<file path="config.mk">
export PLATFORM = sky130hd
export DESIGN_NAME = ex_mem_stage
export DESIGN_NICKNAME = d
export VERILOG_FILES = /design/src/rtl/ex_mem_stage.sv
export SDC_FILE = /design/constraint.sdc
export NUM_CORES = 1
export LEC_CHECK = 0
export BUFFER_PORTS_ARGS = -buffer_cell sky130_fd_sc_hd__buf_2
export CAP_MARGIN = 15
export CORE_ASPECT_RATIO = 1.5
export CORE_MARGIN = 1.5
export CORE_UTILIZATION = 55
export CTS_BUF_LIST = sky130_fd_sc_hd__clkbuf_4
export DETAILED_ROUTE_END_ITERATION = 6
export GPL_TIMING_DRIVEN = 0
export PLACE_DENSITY_LB_ADDON = 0.15
export SETUP_SLACK_MARGIN = 0.3
export SLEW_MARGIN = 20
export SYNTH_ARGS = -nofsm -noshare
export SYNTH_HDL_FRONTEND = slang
export SYNTH_SLANG_ARGS = --single-unit
</file>
<file path="constraint.sdc">
create_clock -name clk -period 2.31 [get_ports clk]
set_clock_uncertainty 0.15 [all_clocks]
set_input_delay 0 -clock clk [delete_from_list [all_inputs] [get_ports clk]]
set_output_delay 0 -clock clk [all_outputs]
set_load 0.01 [all_outputs]
</file>
<file path="src/rtl/ex_mem_stage.sv">
// ex_mem_stage: EX/MEM pipeline register with a valid/ready handshake.
//
// A 2-entry skid buffer (output slot + skid slot) lets in_ready come
// straight from a register while still passing one transfer per cycle.
// Also handles flush, NOP bubble insertion and a sideband (PC-style)
// field that a bubble loads from in_info instead of clearing.
//
// Ports:
//   clk, cpurst_n           clock, synchronous active-low reset
//   in_valid/in_ready       upstream handshake; in_ctrl/in_info payload
//   out_valid/out_ready     downstream handshake; out_ctrl/out_info payload
//   flush                   drop every held entry
//   bubble/bubble_done      NOP insertion request / acknowledge
//   skid_full               skid slot occupied (debug)
//
// Optional macro EX_MEM_STAGE_PERF_EN adds saturating performance
// counters (stall, bubble, flush) with a synchronous clear (perf_clr).
module ex_mem_stage #(
   parameter int unsigned CTRL_W = 128,
   parameter int unsigned INFO_W = 32
`ifdef EX_MEM_STAGE_PERF_EN
   ,parameter int unsigned CNT_W = 32
`endif
) (
   input  logic              clk,
   input  logic              cpurst_n,
   input  logic              in_valid,
   output logic              in_ready,
   input  logic [CTRL_W-1:0] in_ctrl,
   input  logic [INFO_W-1:0] in_info,
   output logic              out_valid,
   input  logic              out_ready,
   output logic [CTRL_W-1:0] out_ctrl,
   output logic [INFO_W-1:0] out_info,
   input  logic              flush,
   input  logic              bubble,
   output logic              bubble_done,
   output logic              skid_full
`ifdef EX_MEM_STAGE_PERF_EN
   ,input  logic             perf_clr
   ,output logic [CNT_W-1:0] perf_stall_cnt
   ,output logic [CNT_W-1:0] perf_bubble_cnt
   ,output logic [CNT_W-1:0] perf_flush_cnt
`endif
);

   logic              out_vld_q, out_vld_d;
   logic [CTRL_W-1:0] out_ctrl_q, out_ctrl_d;
   logic [INFO_W-1:0] out_info_q, out_info_d;
   logic              skid_vld_q, skid_vld_d;
   logic [CTRL_W-1:0] skid_ctrl_q, skid_ctrl_d;
   logic [INFO_W-1:0] skid_info_q, skid_info_d;

   logic out_free;
   logic acc;

   // in_ready depends only on registered state and the bubble request.
   assign in_ready    = ~skid_vld_q & ~bubble;
   assign out_free    = ~out_vld_q | out_ready;
   assign acc         = in_valid & in_ready;
   assign bubble_done = bubble & ~flush & out_free & ~skid_vld_q;

   always_comb begin
      out_vld_d   = out_vld_q;
      out_ctrl_d  = out_ctrl_q;
      out_info_d  = out_info_q;
      skid_vld_d  = skid_vld_q;
      skid_ctrl_d = skid_ctrl_q;
      skid_info_d = skid_info_q;
      if (flush) begin
         // Sideband is kept so the PC of the flushed slot stays visible.
         out_vld_d   = 1'b0;
         out_ctrl_d  = '0;
         skid_vld_d  = 1'b0;
         skid_ctrl_d = '0;
      end else if (bubble_done) begin
         // in_ready is 0 here, so the upstream entry stays pending.
         out_vld_d  = 1'b1;
         out_ctrl_d = '0;
         out_info_d = in_info;
      end else if (skid_vld_q && out_ready) begin
         out_vld_d  = 1'b1;
         out_ctrl_d = skid_ctrl_q;
         out_info_d = skid_info_q;
         skid_vld_d = 1'b0;
      end else if (acc && out_free) begin
         out_vld_d  = 1'b1;
         out_ctrl_d = in_ctrl;
         out_info_d = in_info;
      end else if (acc) begin
         skid_vld_d  = 1'b1;
         skid_ctrl_d = in_ctrl;
         skid_info_d = in_info;
      end else if (out_ready) begin
         out_vld_d = 1'b0;
      end
   end

   always_ff @(posedge clk) begin
      if (!cpurst_n) begin
         out_vld_q   <= 1'b0;
         out_ctrl_q  <= '0;
         out_info_q  <= '0;
         skid_vld_q  <= 1'b0;
         skid_ctrl_q <= '0;
         skid_info_q <= '0;
      end else begin
         out_vld_q   <= out_vld_d;
         out_ctrl_q  <= out_ctrl_d;
         out_info_q  <= out_info_d;
         skid_vld_q  <= skid_vld_d;
         skid_ctrl_q <= skid_ctrl_d;
         skid_info_q <= skid_info_d;
      end
   end

   assign out_valid = out_vld_q;
   assign out_ctrl  = out_ctrl_q;
   assign out_info  = out_info_q;
   assign skid_full = skid_vld_q;

`ifdef EX_MEM_STAGE_PERF_EN
   logic [CNT_W-1:0] stall_cnt_q, bubble_cnt_q, flush_cnt_q;
   logic             stall_inc, bubble_inc, flush_inc;

   assign stall_inc  = out_vld_q & ~out_ready;
   assign bubble_inc = bubble_done;
   // Only count flushes that actually discard something.
   assign flush_inc  = flush & (out_vld_q | skid_vld_q);

   always_ff @(posedge clk) begin
      if (!cpurst_n || perf_clr) begin
         stall_cnt_q  <= '0;
         bubble_cnt_q <= '0;
         flush_cnt_q  <= '0;
      end else begin
         if (stall_inc && (stall_cnt_q != '1))   stall_cnt_q  <= stall_cnt_q + CNT_W'(1);
         if (bubble_inc && (bubble_cnt_q != '1)) bubble_cnt_q <= bubble_cnt_q + CNT_W'(1);
         if (flush_inc && (flush_cnt_q != '1))   flush_cnt_q  <= flush_cnt_q + CNT_W'(1);
      end
   end

   assign perf_stall_cnt  = stall_cnt_q;
   assign perf_bubble_cnt = bubble_cnt_q;
   assign perf_flush_cnt  = flush_cnt_q;
`else
   // No performance counters in this build.
`endif

endmodule

</file>
Word level (Yosys, flattened, before mapping)
Cells that the tools add are included.
{"block": "totals", "ff_bits": 322, "inputBits": 166, "output_inout_bits": 164, "elab_cells": 48}
{"block": "op_classes", "eq_ne": 2, "muxes": 13, "bitwise_logic": 14, "n_reduce_logical": 13}
{"operator": "$mux 128", "n": 2}
{"operator": "$mux 32", "n": 3}
{"operator": "$mux 1", "n": 8}
{"operator": "$not 1->1", "n": 8}
{"operator": "$and 1x1->1", "n": 5}
{"operator": "$reduce_and 5->1", "n": 1}
{"operator": "$ne 4x2->1 const B", "n": 1}
{"operator": "$reduce_and 2->1", "n": 2}
{"operator": "$reduce_and 4->1", "n": 1}
{"operator": "$reduce_bool 2->1", "n": 2}
{"operator": "$reduce_bool 4->1", "n": 1}
{"operator": "$reduce_and 3->1", "n": 1}
{"operator": "$reduce_bool 3->1", "n": 1}
{"operator": "$reduce_or 3->1", "n": 1}
{"operator": "$logic_and 1x1->1", "n": 2}
{"operator": "$ne 2x2->1 const B", "n": 1}
{"operator": "$reduce_or 2->1", "n": 1}
{"operator": "$or 1x1->1", "n": 1}

Depth between registers and ports, before layout
Gate-level depths: netlist of the first run.
{"block": "logic_depth", "depth_word": 7, "ltp_mapped": 6, "depth_no_buf": 3}

Least setup slack after synthesis of the first run
OpenSTA, ideal clock, no wires.
{"block": "synth_timing", "kind": "reg2reg", "start": "register skid_vld_q (netlist: skid_full)", "end": "register out_info_q[24] (netlist: out_info[24])", "setup_time_ns": 0.122, "arrival_time_ns": 1.378, "required_ns": 2.038, "slack_ns": 0.661, "stages_incl_launch_ff": 7, "path_buffers": 3, "synth_period_minus_slack_ns": 1.649, "path_cell_list": "dfxtp_1 > buf_2 > clkbuf_1 > clkbuf_1 > a21boi_0 > o21ai_0 > mux2i_1"}
{"block": "synth_between", "elab_chain_cells": 6, "word_cells_on_any_way": 10, "cone_classes": "2 x mux; 4 x bitwise; 4 x reduce/logical"}
{"item": "from (decl)", "line_no": "50", "source": "logic skid_vld_q, skid_vld_d;"}
{"item": "from (signal assigned)", "line_no": "111", "source": "skid_vld_q <= skid_vld_d;"}
{"item": "$not 1->1", "line_no": "58, 61"}
{"item": "$and 1x1->1", "line_no": "58", "source": "assign in_ready = ~skid_vld_q & ~bubble;"}
{"item": "$and 1x1->1", "line_no": "60", "source": "assign acc = in_valid & in_ready;"}
{"item": "$logic_and 1x1->1", "line_no": "86", "source": "end else if (acc && out_free) begin"}
{"item": "$reduce_bool 3->1 (no source line)"}
{"item": "$reduce_and 2->1 (no source line)"}
{"item": "to (signal assigned)", "line_no": "110", "source": "out_info_q <= out_info_d;"}
{"item": "to (decl)", "line_no": "49", "source": "logic [INFO_W-1:0] out_info_q, out_info_d;"}
Parallel ways exist; a longest one is shown, timed or not.
A chain may end at the register's enable or synchronous reset.

Worst setup path in the final report of the first run
{"block": "layout_timing", "start": "register skid_vld_q (netlist: skid_full)", "end": "register out_ctrl_q[116] (netlist: out_ctrl[116])"}
{"block": "layout_between", "elab_chain_cells": 5, "word_cells_on_any_way": 9, "cone_classes": "1 x mux; 4 x bitwise; 4 x reduce/logical"}
{"item": "$not 1->1", "line_no": "58, 61"}
{"item": "$and 1x1->1", "line_no": "58"}
{"item": "$and 1x1->1", "line_no": "60"}
{"item": "$logic_and 1x1->1", "line_no": "86"}
{"item": "$reduce_bool 2->1 (no source line)"}
{"item": "to (signal assigned)", "line_no": "109", "source": "out_ctrl_q <= out_ctrl_d;"}
{"item": "to (decl)", "line_no": "48", "source": "logic [CTRL_W-1:0] out_ctrl_q, out_ctrl_d;"}
Parallel ways exist; a longest one is shown, timed or not.

==> metrics list, run 1 <==
- Global routing consumed, over all layers together, 43.93% of the routing resources.
- Clock root buffer: clkbuf_4
- Cells along the critical path: buf_6 > nor3b_1 > buf_4 > clkbuf_4 > nand3_1 > a31oi_1
- Slew headroom: between 30 and 40%
- Transition time at the pin with the least slew margin: 0.9396 ns
- Timing would allow up to 479.4 MHz.
* Area delta synth->final: 48.07%
- In this run, synthesis produced a sequential element count of 322.
- For this run, the register share of the synthesized area comes to 45.38%.
* Number of antenna-violating nets in the routed design: 0
- The detailed router finished its first iteration with between 1,500 and 2,000 violations.
* Violated checks: design-rule violations
- Detail-routed via count per cell: 6.349
- Entering global routing, the biggest net connects 11 pins.
* DRC violations left: 1
- For this run, the share of the core covered by cells in the final layout is 83.36%.
- Final number of setup-violating endpoints: 0
- Commonest cells after routing, fill and taps aside: buf_2 (379), dlygate4sd3_1 (355), dfxtp_1 (320)
- Final Routed Wirelength: 61,750 um
* Clock network latency to the later pin of the worst-skew pair: 0.74 ns
* Routed length per instance: 21.59 um
* Post-synth EDFFs: 0
- CTS saw 322 sinks.
* Worst EP arrival: roughly 2.6 ns
- Worst Path Class, Setup: reg2reg
* Mapped Area: ~14,000 sq um
- Clock-pin slew was measured on the worst setup and hold paths at 0.11 ns.
- A synthesized cell averages around 8.3 sq um.
- Setup total negative slack: 0 ns
- The floorplan step set the die height to 199.8 um.
* Total half-perimeter wirelength after legalization and detailed placement: roughly 32,000 um
- CTS H-Tree Depth: 3
- Number of distinct library cells after synthesis: 31
- The run finished, with violations left.
- Max-cap check violation count: 0
* Initial core utilization: 56.30%
* Layout cell share with drive strength beyond 1: 22.91%
- Net count reported at finish: 2,636
- Across all layers, the routed design uses 18,158 vias.
* Gp weighted congestion: 0.8792
* Setup repair after global routing missed its margin: yes
- The number of antenna violations at the first check in global routing was 3.
- Worst-case clock buffer depth: 3
* Number of warnings reported in the yosys synthesis log: 0
- The worst setup path is launched from a register.
* Vias in the first global route: 18,368
- Largest delay contributor family on the critical path: buffers and inverters
* Highest cell delay on the worst timing path: 0.39 ns
- Commonest register cell after synthesis: dfxtp_1
- Critical Path RT: approximately 2.8 ns
* Path category of the worst min-delay check: in2reg
- CTS tree: built
- Pre-Repair DR Iteration Count: 7
- For this design, the slowest cell found on the critical path is a31oi_1.
- Total CTS buffers: slightly below 80
* Number of buffer cells added on primary ports: 327
- In the synthesized netlist, the number of instances is 1,702.
* Die width: 134.2 um
- Net count after synthesis: 1,868
* Grt total ovfl: 0
* Boundary Pins: 330
* Post-layout minimum cycle time: 2.086 ns
- Summed over all cells, the static leakage comes to 8.137 nW.
- Overall power consumption after layout is estimated at roughly 12 mW.
- Row Count: 71
- The number of max-slew violations in the final report was 0.
* Nature of the critical path endpoint: register
* Count of final hold-check violations: 0
- Die footprint: 26,820 sq um
- Pwr per Cell Area: between 500 and 600 nW/um^2
* Core region area: 25,230 sq um
- Most common library cell in the layout ignoring fill and taps: buf_2
- In this run the worst path has a maximum fanout of 10.
* Period utilisation layout: 90.30%
- Fraction of registers with async set or reset after synthesis: 0%
- Wire length of the first global-routing pass: 93,820 um
- WP buf/inv: 3
- IR analysis of the VDD net gives a maximum drop of 0.5071 mV.
## synth_stat cells, drive strengths merged (2+ instances only)
library cell / n / area share, %
a21boi: 32 / 1.7
a21oi: 128 / 4.5
a31oi: 130 / 5.7
and3: 32 / 1.4
buf: 70 / 2.6
clkbuf: 136 / 3.6
dfxtp: 322 / 45
inv: 3 / 0.079
mux2i: 64 / 4.5
nand2: 225 / 5.9
nand2b: 2 / 0.088
nand3: 128 / 4.5
nand3b: 128 / 6.8
nor3: 2 / 0.11
o211ai: 128 / 6.8
o21ai: 161 / 5.7
## cells by family after synthesis
| logic type | Yosys count | share of synthesized area, % |
|---|---|---|
| compound gates | 582 | 24.59 |
| simple gates | 525 | 19.27 |
| mux | 64 | 4.510 |
| flops | 322 | 45.38 |
| buf+inv | 209 | 6.246 |
## worst min-delay path: cells and delay by family
kind / cells / cell delay (ns)
compound gates: 1 / 0.08
buf+inv: 2 / 0.70
simple gates: 1 / 0.06
## metal layers
| layer | vias to the layer above | global-route usage (%) | wire length (um) |
|---|---|---|---|
| met3 | 513 | 10.58 | 6242 |
| met2 | 1522 | 74.51 | 29610 |
| met1 | 8328 | 46.55 | 20430 |
| li1 | 7795 | - | - |
| met4 | 0 | 35.32 | 5468 |
| met5 | - | 0 | 0 |
## metrics by stage
| stage | hold WS, ns | cell area [sq um] | std cells | worst slack [ns] |
|---|---|---|---|---|
| 6_report | 0.03953 | 21030 | 2860 | 0.2241 |
| 5_1_grt | 0.06240 | 21030 | 2858 | 0.1935 |
| 4_1_cts | 0.004305 | 20880 | 2854 | 0.2750 |
| 3_5_place_dp | 0.1186 | 16250 | 2357 | 0.07131 |
| 3_3_place_gp | 0.1061 | 16250 | 2357 | 0.1051 |
| 2_1_floorplan | -0.09714 | 14200 | 1702 | 0.6606 |
## where the power goes
| group | switching (mW) | internal [mW] | leakage [nW] |
|---|---|---|---|
| registers | 0.0512 | 5.63 | 2.60 |
| clock network | 2.50 | 2.34 | 0.578 |
| logic | 0.867 | 0.783 | 4.96 |
| total | 3.42 | 8.75 | 8.14 |
## worst paths after layout
kind	from	endpoint	slack, ns	cells past startpoint
hold / removal	in_ctrl[87]	out_ctrl[87]	0.04	4
setup / recovery	skid_full	out_ctrl[116]	0.22	6
setup reg to reg	skid_full	out_ctrl[116]	0.22	6
hold reg to reg	skid_ctrl_q[56]	out_ctrl[56]	0.29	2
## area by class of cell
cell class / count / area, sq um
repair buffers: 688 / 5244
inverters: 3 / 11.26
diodes: 5 / 12.51
plain buffers: 206 / 1022
clock buffers: 112 / 840.8
fillers: 1416 / 4198
multi-input cells: 1171 / 6922
clock inverters: 25 / 120.1
flip-flops and latches: 322 / 6449
well taps: 328 / 410.4
## what timing repair did
item	4_1_cts	5_1_grt
hold buffers	355	0
setup buffers	5	1
setup endpoints to repair	110	247
gates resized for setup	25	111
pin swaps	1	5
endpoints found under the hold margin	322	0
## sequential cells by signal (all words and copies together) (netlist names)
signal / flops
skid_full: 1
skid_ctrl_q: 128
out_valid: 1
out_ctrl: 128
out_info: 32
skid_info_q: 32
Power figures use the tool's default switching activity.
==> run 2, diff against run 1 <==
==> constraint.sdc (replaced) <==
create_clock -name clk -period 2.03 [get_ports clk]
set_clock_uncertainty 0.15 [all_clocks]
set_input_delay 0 -clock clk [delete_from_list [all_inputs] [get_ports clk]]
set_output_delay 0 -clock clk [all_outputs]
set_load 0.01 [all_outputs]
==> run 2 against run 1 <==
The run ends with negative setup slack left. Wire length grew 1.2%. Non-clock buffer count is 18 higher. Cell count is 0.56% higher. Die area stayed put. Register-to-register slack got worse by 0.27 ns. Critical path type unchanged. Critical endpoint unchanged.
==> metrics list, run 2 (synthesized netlist as in run 1, its figures left out) <==
- Top fanout value on the critical path: 10 (unchanged)
- The post-detailed-routing wire length came to 62,460 um (+1.2%).
* Final max-slew violation count: 0 (unchanged)
* Number of buffer cells added on primary ports: 327 (unchanged)
- Post-CTS clock slew at the launch and capture registers of the worst setup and hold paths: 0.10 ns (about the same)
- CTS placed an instance of clkbuf_4 at the clock tree root.
- GR Util met1: 46.62% (+0.064 points)
- Vertical extent of the die: 199.8 um (unchanged)
- The first-pass GRT wire length was 93,740 um (about the same).
- Detailed router's first-iteration violation count: 1,868 (+1.7%)
- The share of the clock period used by the worst path after layout was 102.2% (+12 points).
- Start point of the worst min-delay path: in_ctrl[87]
- The number of search-and-repair iterations in the first detailed-routing pass was 7 (unchanged).
* Static Leak: 8.344 nW (+2.5%)
* Run status: finished with violations
- Fraction of met3 tracks used by global routing: 11.69% (+1.1 points)
- Net count reported at finish: 2,654 (+0.68%)
- Initial core utilization: 56.30% (unchanged)
- GR peak layer: met2
- Worst Path Class, Setup: reg2reg
- The worst reg2reg path depth is 6 (unchanged).
- The final reports fail on negative setup slack.
* Total placed instance area: 16,250 sq um (unchanged)
- Layout cell share with drive strength beyond 1: 24.40% (+1.5 points)
- Worst reg2reg setup slack: -0.04 ns (-0.27 ns)
- Count of final hold-check violations: 0 (unchanged)
* Worst-case clock buffer depth: 3 (unchanged)
- Boundary Pins: 330 (unchanged)
- The overall routing resource usage was 43.77% (-0.16 points).
* Worst Hold Path EP: out_ctrl[87]
- The maximum frequency from static timing analysis is 482.1 MHz (+0.56%).
* Pwr per Cell Area: 649.0 nW/um^2 (+12%)
* Most common library cell in the layout ignoring fill and taps: buf_2
- The max-capacitance violation count was 0 (unchanged).
* Fraction of met2 tracks used by global routing: 74.26% (-0.25 points)
- The area of the core was 25,230 sq um (unchanged).
- Commonest cells after routing, fill and taps aside: buf_2 (366), dlygate4sd3_1 (355), dfxtp_1 (320)
- Grt total ovfl: 0 (unchanged)
- Hold-critical path depth: 4 (unchanged)
- VDD IR-drop max: 0.6038 mV (+19%)
* Total half-perimeter wirelength after legalization and detailed placement: 32,090 um (unchanged)
- CTS tree: built
* Slew headroom: 53.93% (+17 points)
* Setup repair after global routing missed its margin: yes
- CTS H-Tree Depth: 3 (unchanged)
- The count of final setup violators came to 1 (+1).
* Hold slack: 0.03770 ns (-0.001827 ns)
* Vias in the first global route: 18,519 (+0.82%)
* Row Count: 71 (unchanged)
* Die width: 134.2 um (unchanged)
* Num Clock Sinks: 322 (unchanged)
- The number of DRC violations after detailed routing came to 0 (-1).
- Relative to the synthesized area, the layout overhead comes to 50.98%.
- Worst EP arrival: 2.55 ns (-0.04 ns)
- Fin area: 21,440 sq um (+2.0%)
* Post-place setup slack: -0.2087 ns (-0.2800 ns)
* Type of origin of the critical path: register
- Final cell count without fillers: 2,876 (+0.56%)
- The number of clock buffers inserted by TritonCTS is 78 (unchanged).
- The min-delay analysis places its worst path in the category in2reg.
- The maximum number of pins on one net before global-route repair came to 11 (unchanged).
* Number of antenna-violating nets in the routed design: 0 (unchanged)
- Detail-routed via count per cell: 6.394 (+0.70%)
- Clock network latency to the later pin of the worst-skew pair: 0.73 ns (about the same)
- The post-route worst setup slack was -0.04429 ns (-0.2684 ns).
- The total via count in the routed design came to 18,388 (+1.3%).
- Initial antenna violation count: 2 (-1)
- Crit Reg-Reg Endpoint: out_ctrl[116]
- The required time at the endpoint of the critical path is 2.51 ns (-0.30 ns).
- The post-route total power is 13.92 mW (+14%).
- Nature of the critical path endpoint: register
- Reg-to-reg startpoint: skid_full
- The time the final worst path needs with I/O delays and setup is 2.074 ns (-0.01156 ns).
- The final RePlAce weighted congestion was 0.8792 (unchanged).
- Placed insts: 2,357 (unchanged)
- Filler cells: 1,325 (-6.4%)
* Transition time at the pin with the least slew margin: 0.6911 ns (-0.2485 ns)
- The detailed-route wire length per cell was 21.72 um (+0.60%).
- The die footprint was 26,820 sq um (unchanged).
==> run 2: cell count changes in the layout (fill, tap and decap cells not counted), moves of 10 or more <==
cell      previous run  this run
clkbuf_1            85        68
buf_2              379       366
o21ai_1              3        15
clkbuf_2            45        55
buf_4               17        33
o21ai_0            158       145
==> run 2: metrics by stage <==
stage	utilization (%)	TNS [ns]
2_1_floorplan	-	0
3_3_place_gp	64.41	-8.203
3_5_place_dp	64.41	-10.74
4_1_cts	83.39	-0.0009766
5_1_grt	84.99	-0.3316
6_report	85.00	-0.04429
==> run 2: area by class of cell <==
type | count | area (sq um) | share of cell area (%)
multi-input cells | 1171 | 7020 | 32.74
repair buffers | 706 | 5396 | 25.16
plain buffers | 206 | 1186 | 5.531
clock inverters | 25 | 120.1 | 0.5601
diodes | 3 | 7.507 | 0.03501
flip-flops and latches | 322 | 6451 | 30.08
clock buffers | 112 | 840.8 | 3.921
well taps | 328 | 410.4 | 1.914
inverters | 3 | 11.26 | 0.05251
==> run 2: worst max path at each step <==
| stage | start | end | slack, ns | cells after the start |
|---|---|---|---|---|
| after global placement | skid_full | out_ctrl[119] | -0.17 | 6 |
| after detailed placement | skid_full | out_ctrl[3] | -0.21 | 6 |
| after floorplan | skid_full | out_info[24] | 0.38 | 6 |
| after global routing | skid_full | out_ctrl[14] | -0.14 | 6 |
| final | skid_full | out_ctrl[116] | -0.04 | 6 |
| after CTS | skid_full | bubble_done | -0.001 | 5 |
==> run 2: power by group <==
part | internal [mW] | switching (mW)
combinational | 0.952 | 1.01
clock | 2.67 | 2.83
sequential | 6.40 | 0.0584
total | 10.0 | 3.90
==> run 2: what timing repair did <==
| item | in CTS | in global routing |
|---|---|---|
| gates cloned | 0 | 1 |
| hold buffers | 355 | 0 |
| pin swaps | 5 | 28 |
| endpoints found under the hold margin | 322 | 0 |
| setup buffers | 5 | 18 |
| gates resized for setup | 93 | 120 |
| setup endpoints to repair | 303 | 306 |
==> run 2: worst max-delay path: stages (launching register included) <==
cell      delay [ns]
dfxtp_2         0.33
buf_6           0.13
nand2_1         0.08
buf_2           0.40
clkbuf_2        0.34
o211ai_1        0.15
a31oi_1         0.38
==> run 2: per-layer routing <==
metal | wire length, um | up-vias
met5 | 0 | -
met4 | 5585 | 0
met3 | 6624 | 523
met2 | 29480 | 1529
met1 | 20780 | 8518
li1 | - | 7818
